**src/rtl/fetch_unit.sv**
```systemverilog
// Instruction fetch: holds the PC, issues one outstanding imem request, buffers one word for decode.
// Latency: accept at N, rvalid at N+1, if_valid at N+2; decode stalls hold the buffer and block new requests.
module fetch_unit #(
    parameter logic [31:0] RESET_PC = 32'h0000_0000
) (
    input  logic        clk,
    input  logic        rst_n,
    input  logic        pcjump,
    input  logic        jalr,
    input  logic [31:0] ex_pc,
    input  logic [31:0] rs1data,
    input  logic [31:0] imm,
    output logic        imem_req,
    output logic [31:0] imem_addr,
    input  logic        imem_ready,
    input  logic        imem_rvalid,
    input  logic [31:0] imem_rdata,
    output logic        if_valid,
    output logic [31:0] if_instr,
    output logic [31:0] if_pc,
    input  logic        id_ready,
    output logic        misaligned,
    output logic [31:0] badaddr
);

    typedef enum logic [1:0] {S_IDLE, S_REQ, S_WAIT, S_HOLD} state_t;

    state_t      state_q, state_d;
    logic [31:0] fetch_pc_q, fetch_pc_d;
    logic [31:0] pend_pc_q, pend_pc_d;
    logic        kill_q, kill_d;
    logic        if_valid_q, if_valid_d;
    logic [31:0] if_instr_q, if_instr_d;
    logic [31:0] if_pc_q, if_pc_d;
    logic        misaligned_q, misaligned_d;
    logic [31:0] badaddr_q, badaddr_d;
    logic        req_q;

    logic [31:0] sum;
    logic [31:0] tgt;
    logic        jump_ok;
    logic        jump_bad;

    always_comb begin
        sum      = (jalr ? rs1data : ex_pc) + imm;
        tgt      = {sum[31:1], sum[0] & ~jalr};
        jump_ok  = pcjump & ~tgt[1];
        jump_bad = pcjump & tgt[1];
    end

    always_comb begin
        state_d      = state_q;
        fetch_pc_d   = fetch_pc_q;
        pend_pc_d    = pend_pc_q;
        kill_d       = kill_q;
        if_valid_d   = if_valid_q;
        if_instr_d   = if_instr_q;
        if_pc_d      = if_pc_q;
        misaligned_d = jump_bad;
        badaddr_d    = jump_bad ? tgt : badaddr_q;
        case (state_q)
            S_IDLE: begin
                state_d = S_REQ;
                if (jump_ok) fetch_pc_d = tgt;
            end
            S_REQ: begin
                // An unaccepted request keeps its address; the redirect lands via kill/pend_pc.
                if (imem_ready) state_d = S_WAIT;
                if (jump_ok) begin
                    pend_pc_d = tgt;
                    kill_d    = 1'b1;
                end
            end
            S_WAIT: begin
                if (jump_ok) begin
                    pend_pc_d = tgt;
                    if (imem_rvalid) begin
                        fetch_pc_d = tgt;
                        kill_d     = 1'b0;
                        state_d    = S_REQ;
                    end else begin
                        kill_d = 1'b1;
                    end
                end else if (imem_rvalid) begin
                    if (kill_q) begin
                        fetch_pc_d = pend_pc_q;
                        kill_d     = 1'b0;
                        state_d    = S_REQ;
                    end else begin
                        if_instr_d = imem_rdata;
                        if_pc_d    = fetch_pc_q;
                        if_valid_d = 1'b1;
                        fetch_pc_d = fetch_pc_q + 32'd4;
                        state_d    = S_HOLD;
                    end
                end
            end
            S_HOLD: begin
                if (jump_ok) begin
                    if_valid_d = 1'b0;
                    fetch_pc_d = tgt;
                    state_d    = S_REQ;
                end else if (if_valid_q && id_ready) begin
                    if_valid_d = 1'b0;
                    state_d    = S_REQ;
                end
            end
            default: state_d = S_IDLE;
        endcase
    end

    always_ff @(posedge clk or negedge rst_n) begin
        if (!rst_n) begin
            state_q      <= S_IDLE;
            fetch_pc_q   <= RESET_PC;
            pend_pc_q    <= 32'h0;
            kill_q       <= 1'b0;
            if_valid_q   <= 1'b0;
            if_instr_q   <= 32'h0;
            if_pc_q      <= 32'h0;
            misaligned_q <= 1'b0;
            badaddr_q    <= 32'h0;
            req_q        <= 1'b0;
        end else begin
            state_q      <= state_d;
            fetch_pc_q   <= fetch_pc_d;
            pend_pc_q    <= pend_pc_d;
            kill_q       <= kill_d;
            if_valid_q   <= if_valid_d;
            if_instr_q   <= if_instr_d;
            if_pc_q      <= if_pc_d;
            misaligned_q <= misaligned_d;
            badaddr_q    <= badaddr_d;
            req_q        <= (state_d == S_REQ);
        end
    end

    assign imem_req   = req_q;
    assign imem_addr  = fetch_pc_q;
    assign if_valid   = if_valid_q;
    assign if_instr   = if_instr_q;
    assign if_pc      = if_pc_q;
    assign misaligned = misaligned_q;
    assign badaddr    = badaddr_q;

endmodule

```
**config.mk**
```make
export PLATFORM = sky130hd
export DESIGN_NAME = fetch_unit
export DESIGN_NICKNAME = d
export VERILOG_FILES = /design/src/rtl/fetch_unit.sv
export SDC_FILE = /design/constraint.sdc
export NUM_CORES = 1
export LEC_CHECK = 0
export CORE_MARGIN = 10
export CORE_UTILIZATION = 30
export CTS_BUF_LIST = sky130_fd_sc_hd__clkbuf_8 sky130_fd_sc_hd__clkbuf_16
export DETAILED_ROUTE_END_ITERATION = 8
export PLACE_DENSITY = 0.6
export SETUP_SLACK_MARGIN = 0.02
export SKIP_LAST_GASP = 1
export SLEW_MARGIN = 40
export SYNTH_ARGS = -nofsm -noshare
export SYNTH_HDL_FRONTEND = slang
export SYNTH_SLANG_ARGS = --single-unit
export TNS_END_PERCENT = 1
```
**constraint.sdc**
```tcl
create_clock -name clk -period 2.25 [get_ports clk]
set_input_delay 0.45 -clock clk [delete_from_list [all_inputs] [get_ports clk]]
set_output_delay 0.45 -clock clk [all_outputs]
set_load 0.05 [all_outputs]
```
# == Yosys cells after proc, flatten, opt, wreduce, memory -nomap -nowiden ==
# Index checks and enable logic that the tools add are counted.
# totals
reg_bits,166
inputBits,135
out_inout_bits,131
# classes
n_eq_ne,11
n_reduce_logical,12
n_mux,26
n_bitwise,7
add_sub_neg,2
# op_table
cell,count
32-bit two-way mux,6
32-bit one-hot mux with 2 select lines,1
"32-bit by 3-bit adder with 32-bit output, second input constant",1
32-bit adder,1
2-bit two-way mux,7
1-bit two-way mux,9
"2-bit inequality test, second input constant",4
2-bit one-hot mux with 4 select lines,1
"3-bit inequality test, second input constant",2
3-bit AND reduction,2
2-bit nonzero test,3
5-bit AND reduction,1
"2-bit by 1-bit == test with 1-bit output, second input constant",2
"2-bit == test, second input constant",2
1-bit inverter,4
1-bit one-hot mux with 2 select lines,2
4-bit AND reduction,1
2-bit OR reduction,2
1-bit AND,3
2-bit zero test,1
"2-bit by 1-bit inequality test with 1-bit output, second input constant",1
2-bit AND reduction,1
1-bit logical AND,1

# == Logic depth before layout (Yosys ltp) ==
# logic_depth
depth_word,7
depth_mapped,14
mapped_depth_nobuf,12

# == Worst setup path before layout ==
# No wires, ideal clock.
# synth_timing
path_type,input -> register
from,input port jalr
to,register fetch_pc_q[24] (netlist: imem_addr[24])
n_path_buf,2
setup_ns,0.139
arrival_time_ns,3.534
required_ns,2.111
path_slack_ns,-1.422
stages,14
path_cell_list,clkbuf_1 clkbuf_1 mux2_2 ha_1 fa_1 a21o_1 a31oi_2 o21bai_2 o21ai_2 o21a_1 o21ai_2 a311oi_2 xor2_1 a31oi_1
# synth_between
elab_chain_len,6
word_cells_on_any_way,10
classes_between,add/sub (1); eq/ne (1); mux (5); bitwise (2); reduce/logical (1)
# synth_lines
item,line,source
"start, declared",9,"input logic jalr,"
32-bit two-way mux (*),45,sum = (jalr ? rs1data : ex_pc) + imm;
32-bit adder (*),45,
1-bit inverter,47,jump_ok = pcjump & ~tgt[1];
1-bit AND,47,
32-bit two-way mux or 2-bit by 1-bit inequality test with 1-bit output (tied branches),-,
32-bit one-hot mux with 2 select lines or 3-bit AND reduction (tied branches),-,
"end signal, assigned",126,fetch_pc_q <= fetch_pc_d;
"end, declared",29,"logic [31:0] fetch_pc_q, fetch_pc_d;"
# Every way passes the cells marked *; elsewhere a longest branch is shown, timed or not. The select of a mux whose other input is x is not followed.
# A chain may end at the register's enable or synchronous reset.

# == Worst setup path after layout ==
# layout_timing
from,input port jalr
to,register fetch_pc_q[31] (netlist: imem_addr[31])
# The elaborated chain is that of the path after synthesis.

==> results.txt <==
The final setup slack of the worst path is -0.667 ns, and the clock-pin slew reported for the worst setup and hold paths after clock tree synthesis is 0.07 ns. The kind of path behind the tightest hold check is flop to flop. The post-route netlist has 27.5% of its cells at a drive strength greater than 1. Counting tap cells, the placed design contains a total of 1717 instances. Of the available clock period, the critical path in the final layout requires 130%.

The run gives 0 as the final number of hold-violating endpoints. Before CTS, the worst setup slack after placement is -1.69 ns. The startpoint kind of the worst setup timing path was a primary input. The power density over the cells was 1320 mW/mm^2; the initial core utilization was 30.6%. The first routing iteration left 402 violations. Worst hold path startpoint: pend_pc_q[22]. The pre-antenna-repair detailed-routing pass consisted of 5 iterations. The vertical die dimension is 195 um, and the final period demand of the worst path is 2.92 ns.

The leakage power figure came out at 6.53 nW. For the global-route wire length before repair, the log shows 48700 um. For met1 alone, demand over resource in global routing was 20.9%.

For the number of standard cells in the layout, taps in and fillers out, the log shows 1755. For the final total negative setup slack, the log shows -64.01 ns. The number of storage elements in the synthesis netlist was 166; the total detailed-routing wirelength was 30500 um.

The cell area that synthesis handed to floorplanning was 0.00918 mm^2. The start of the worst register-to-register path is imem_addr[4]. The most used routing layer in global routing was met2.

In this run the deepest clock path goes through 2 buffers. The max capacitance violation total is 0, and the area of all placed cells without fillers is 0.0146 mm^2. The global routing usage on met2 was 24.6%. After the last flow step, the layout net total stands at 1525. Routability-driven placement finished with a final weighted congestion of 0.869.

The chip width came out at 195 um. 0 antenna diodes ended up in the layout. The endpoint identified for the worst register-to-register timing path is imem_addr[25]. Measured in cells, the most critical reg-to-reg path has a length of 10. The path with the worst hold slack has its endpoint at pend_pc_q[22].

Overall power: 19.3 mW. The placed standard-cell area is 0.0136 mm^2, and the via count normalized by instance count is 4.74. For the count of warnings emitted by yosys, the log shows 0. The critical path goes through buf_12 > bufbuf_16 > mux2_4 > ha_4 > a211oi_2 > o21bai_2 > o21ai_2 > o221ai_2 > a41o_1 > o211a_1 > o21a_1 > or3_4 > a21oi_2. Sorting the synthesized cells by area gives the leading types as dfrtp_1 45%, mux2_2 12%, o21ai_0 6.1%.

The initial antenna violation count came out at 0. Pin placement for this block handled 266 I/O pins. For the worst hold-check slack, the log shows 0.478 ns. Critical path class: primary input to flop.

The detailed-route DRC error count was 0. The final reports fail on setup timing. For this run, the total global-route usage over all layers was measured as 15.7%.

The synthesized netlist contains 62 unique library cells. Endpoint kind of the worst setup timing path: a flop. The number of buffer cells added on primary ports works out to 265.

For the pin with the worst max-slew slack, the measured transition is 0.592 ns. The run finished, with violations left. The worst hold path was traced through 2 stages. The synthesized design spends more area on one cell type than any other, namely dfrtp_1. The tools report the sequential share of the synthesized area as 45.3%.

The maximum number of pins on one net before global-route repair is 55, and the top fanout value on the critical path is 5. For the clock sink count, the log shows 166. The number of enable flip-flop cells after synthesis is 0. Setup repair after global routing could not meet its margin everywhere. The count of nets left with antenna violations once routing finished came out at 0.

STA puts the critical path data required time at 2.61 ns. The worst clock skew came out at 0.0101 ns. The final route contains 8313 vias. The die covers 0.0380 mm^2. At the later pin of the worst-skew pair, clock insertion delay measures 0.43 ns. Register-to-register path setup slack: 0 ns.

The tools report the depth of the CTS H-tree as 4. Counting every instance in the synthesized netlist gives 931. The synthesized design devotes to its leading area cell type 45.3% of total area. For this run, the leading register cell type out of synthesis is dfrtp_1. Summed over all layers, the global routing overflow is 0.

The stage delay of the slowest cell on the critical path came out at 0.37 ns. In the synthesized netlist the async set-or-reset flop fraction comes to 100%. From synthesis to final layout, the design area changed by 59.2%.

Setup violations remaining at the end of the flow were counted as 157. The total area inside the core boundary comes to 0.0300 mm^2. The standard cell with the maximum stage delay on the critical path is or3_4.

The max-slew headroom at the worst pin was 60.4%. The run gives 0 as the number of pins with negative max-slew slack in the final report. VDD sags by at most 0.596 mV. Counting the buffers created by CTS gives 17.

The logs give 63 for the total number of placement rows and 3.28 ns for the worst path arrival time. The met3 routing resource usage after global routing is 4.39%, and the routed length per placed instance is 17.4 um. The utilization after layout is 48.8%, and the via count of the first global-routing pass is 8695. The total nets after synthesis was 1104. The per-instance average area after synthesis was 9.86 um^2; the fmax was 343 MHz. Summed over all nets, the half-perimeter wirelength after detailed placement is 24300 um. TritonCTS built the clock tree.

The root buffer cell chosen for the clock tree is clkbuf_16.
==> worst max-delay path by stage <==
stage,from,to,slack (ns)
global route,rs1data[20],imem_addr[26],-0.77
finish,jalr,imem_addr[31],-0.67
global placement,jalr,imem_addr[30],-1.60
floorplan,jalr,imem_addr[24],-0.95
detailed placement,jalr,pend_pc_q[30],-1.69
CTS,jalr,imem_addr[24],-0.62
==> cell usage after synthesis, drive strengths merged, types with 2 or more instances <==
library cell  instances
dfrtp               166
nand2               138
o21ai               119
mux2                 98
a21oi                56
clkbuf               47
nor2                 43
ha                   37
xor2                 27
xnor2                26
nand3                18
a21o                 15
inv                  12
nand4                12
nor3                 10
o21a                  9
o221ai                9
o21bai                7
a221oi                6
a31oi                 6
and3                  6
nor2b                 5
or3                   5
a22oi                 4
nand2b                4
o41ai                 4
a211o                 3
a32oi                 3
and2                  3
and4                  3
buf                   3
o211ai                3
o31ai                 3
or2                   3
nor3b                 2
==> registers in the layout (all words and copies together), names as in the netlist <==
name	count
misaligned	1
badaddr	32
imem_req	1
imem_addr	32
if_instr	32
if_pc	32
pend_pc_q	32
state_q	2
kill_q	1
if_valid	1
==> worst max-delay path, delay by kind of cell <==
family	cells	cell delay, ns
adders and majority gates	1	0.22
AOI/OAI and AO/OA	8	1.52
buffers and inverters	2	0.38
muxes	1	0.32
and+or+nand+nor	1	0.37
==> final cells by class <==
cell class                      instances  area (um^2)
Clock inverter                         15          156
Inverter                               12         45.0
Fill cell                            2803        15300
Clock buffer                           17          425
Multi-Input combinational cell        703         5190
Timing Repair Buffer                  452         4160
Tap cell                              390          488
Sequential cell                       166         4150
==> kinds of logic after synthesis <==
| kind of cell | count (synthesis) | synth area share, % |
|---|---|---|
| buffers and inverters | 62 | 2.58 |
| DFF | 166 | 45.3 |
| AOI/OAI and AO/OA | 258 | 17.4 |
| adders and majority gates | 38 | 5.26 |
| and+or+nand+nor | 255 | 12.3 |
| muxes | 99 | 12.1 |
| xor gates and xnor gates | 53 | 5.06 |
==> layout by cell type, fill, tap and decap left out, types with 7 or more instances in the layout <==
cell / n
nand4_1: 12
mux2_2: 87
buf_12: 7
buf_4: 183
nand3_1: 17
a21o_1: 15
o221ai_1: 8
clkbuf_16: 17
o21ai_1: 12
dlygate4sd2_1: 16
o21ai_0: 102
clkdlybuf4s50_1: 242
nand2_1: 137
mux2_4: 11
xnor2_1: 25
nor3_1: 8
o21a_1: 9
inv_1: 13
ha_1: 21
a21oi_1: 51
inv_6: 9
ha_4: 16
nor2_1: 43
xor2_1: 24
dfrtp_1: 166
==> timing repair <==
item / CTS / global route
pin swaps: 40 / 7
setup buffers: 3 / 0
gates resized for setup: 76 / 4
gates cloned: 2 / 0
hold buffers: 1 / 0
endpoints found under the hold margin: 36 / 0
endpoints found under the setup margin: 173 / 179
==> routing by layer <==
layer	vias to the layer above	share of wire (%)
li1	4170	-
met1	3909	48
met2	218	45
met3	16	6.1
met4	0	1.1
met5	-	0
==> power by group <==
group | total (mW) | leakage, nW | internal, mW | switching [mW]
combinational | 11.5 | 4.10 | 4.52 | 6.94
clock | 2.90 | 0.293 | 1.58 | 1.32
sequential | 4.99 | 2.14 | 4.20 | 0.789
total | 19.3 | 6.53 | 10.3 | 9.05
(Power assumes the default switching activity.)
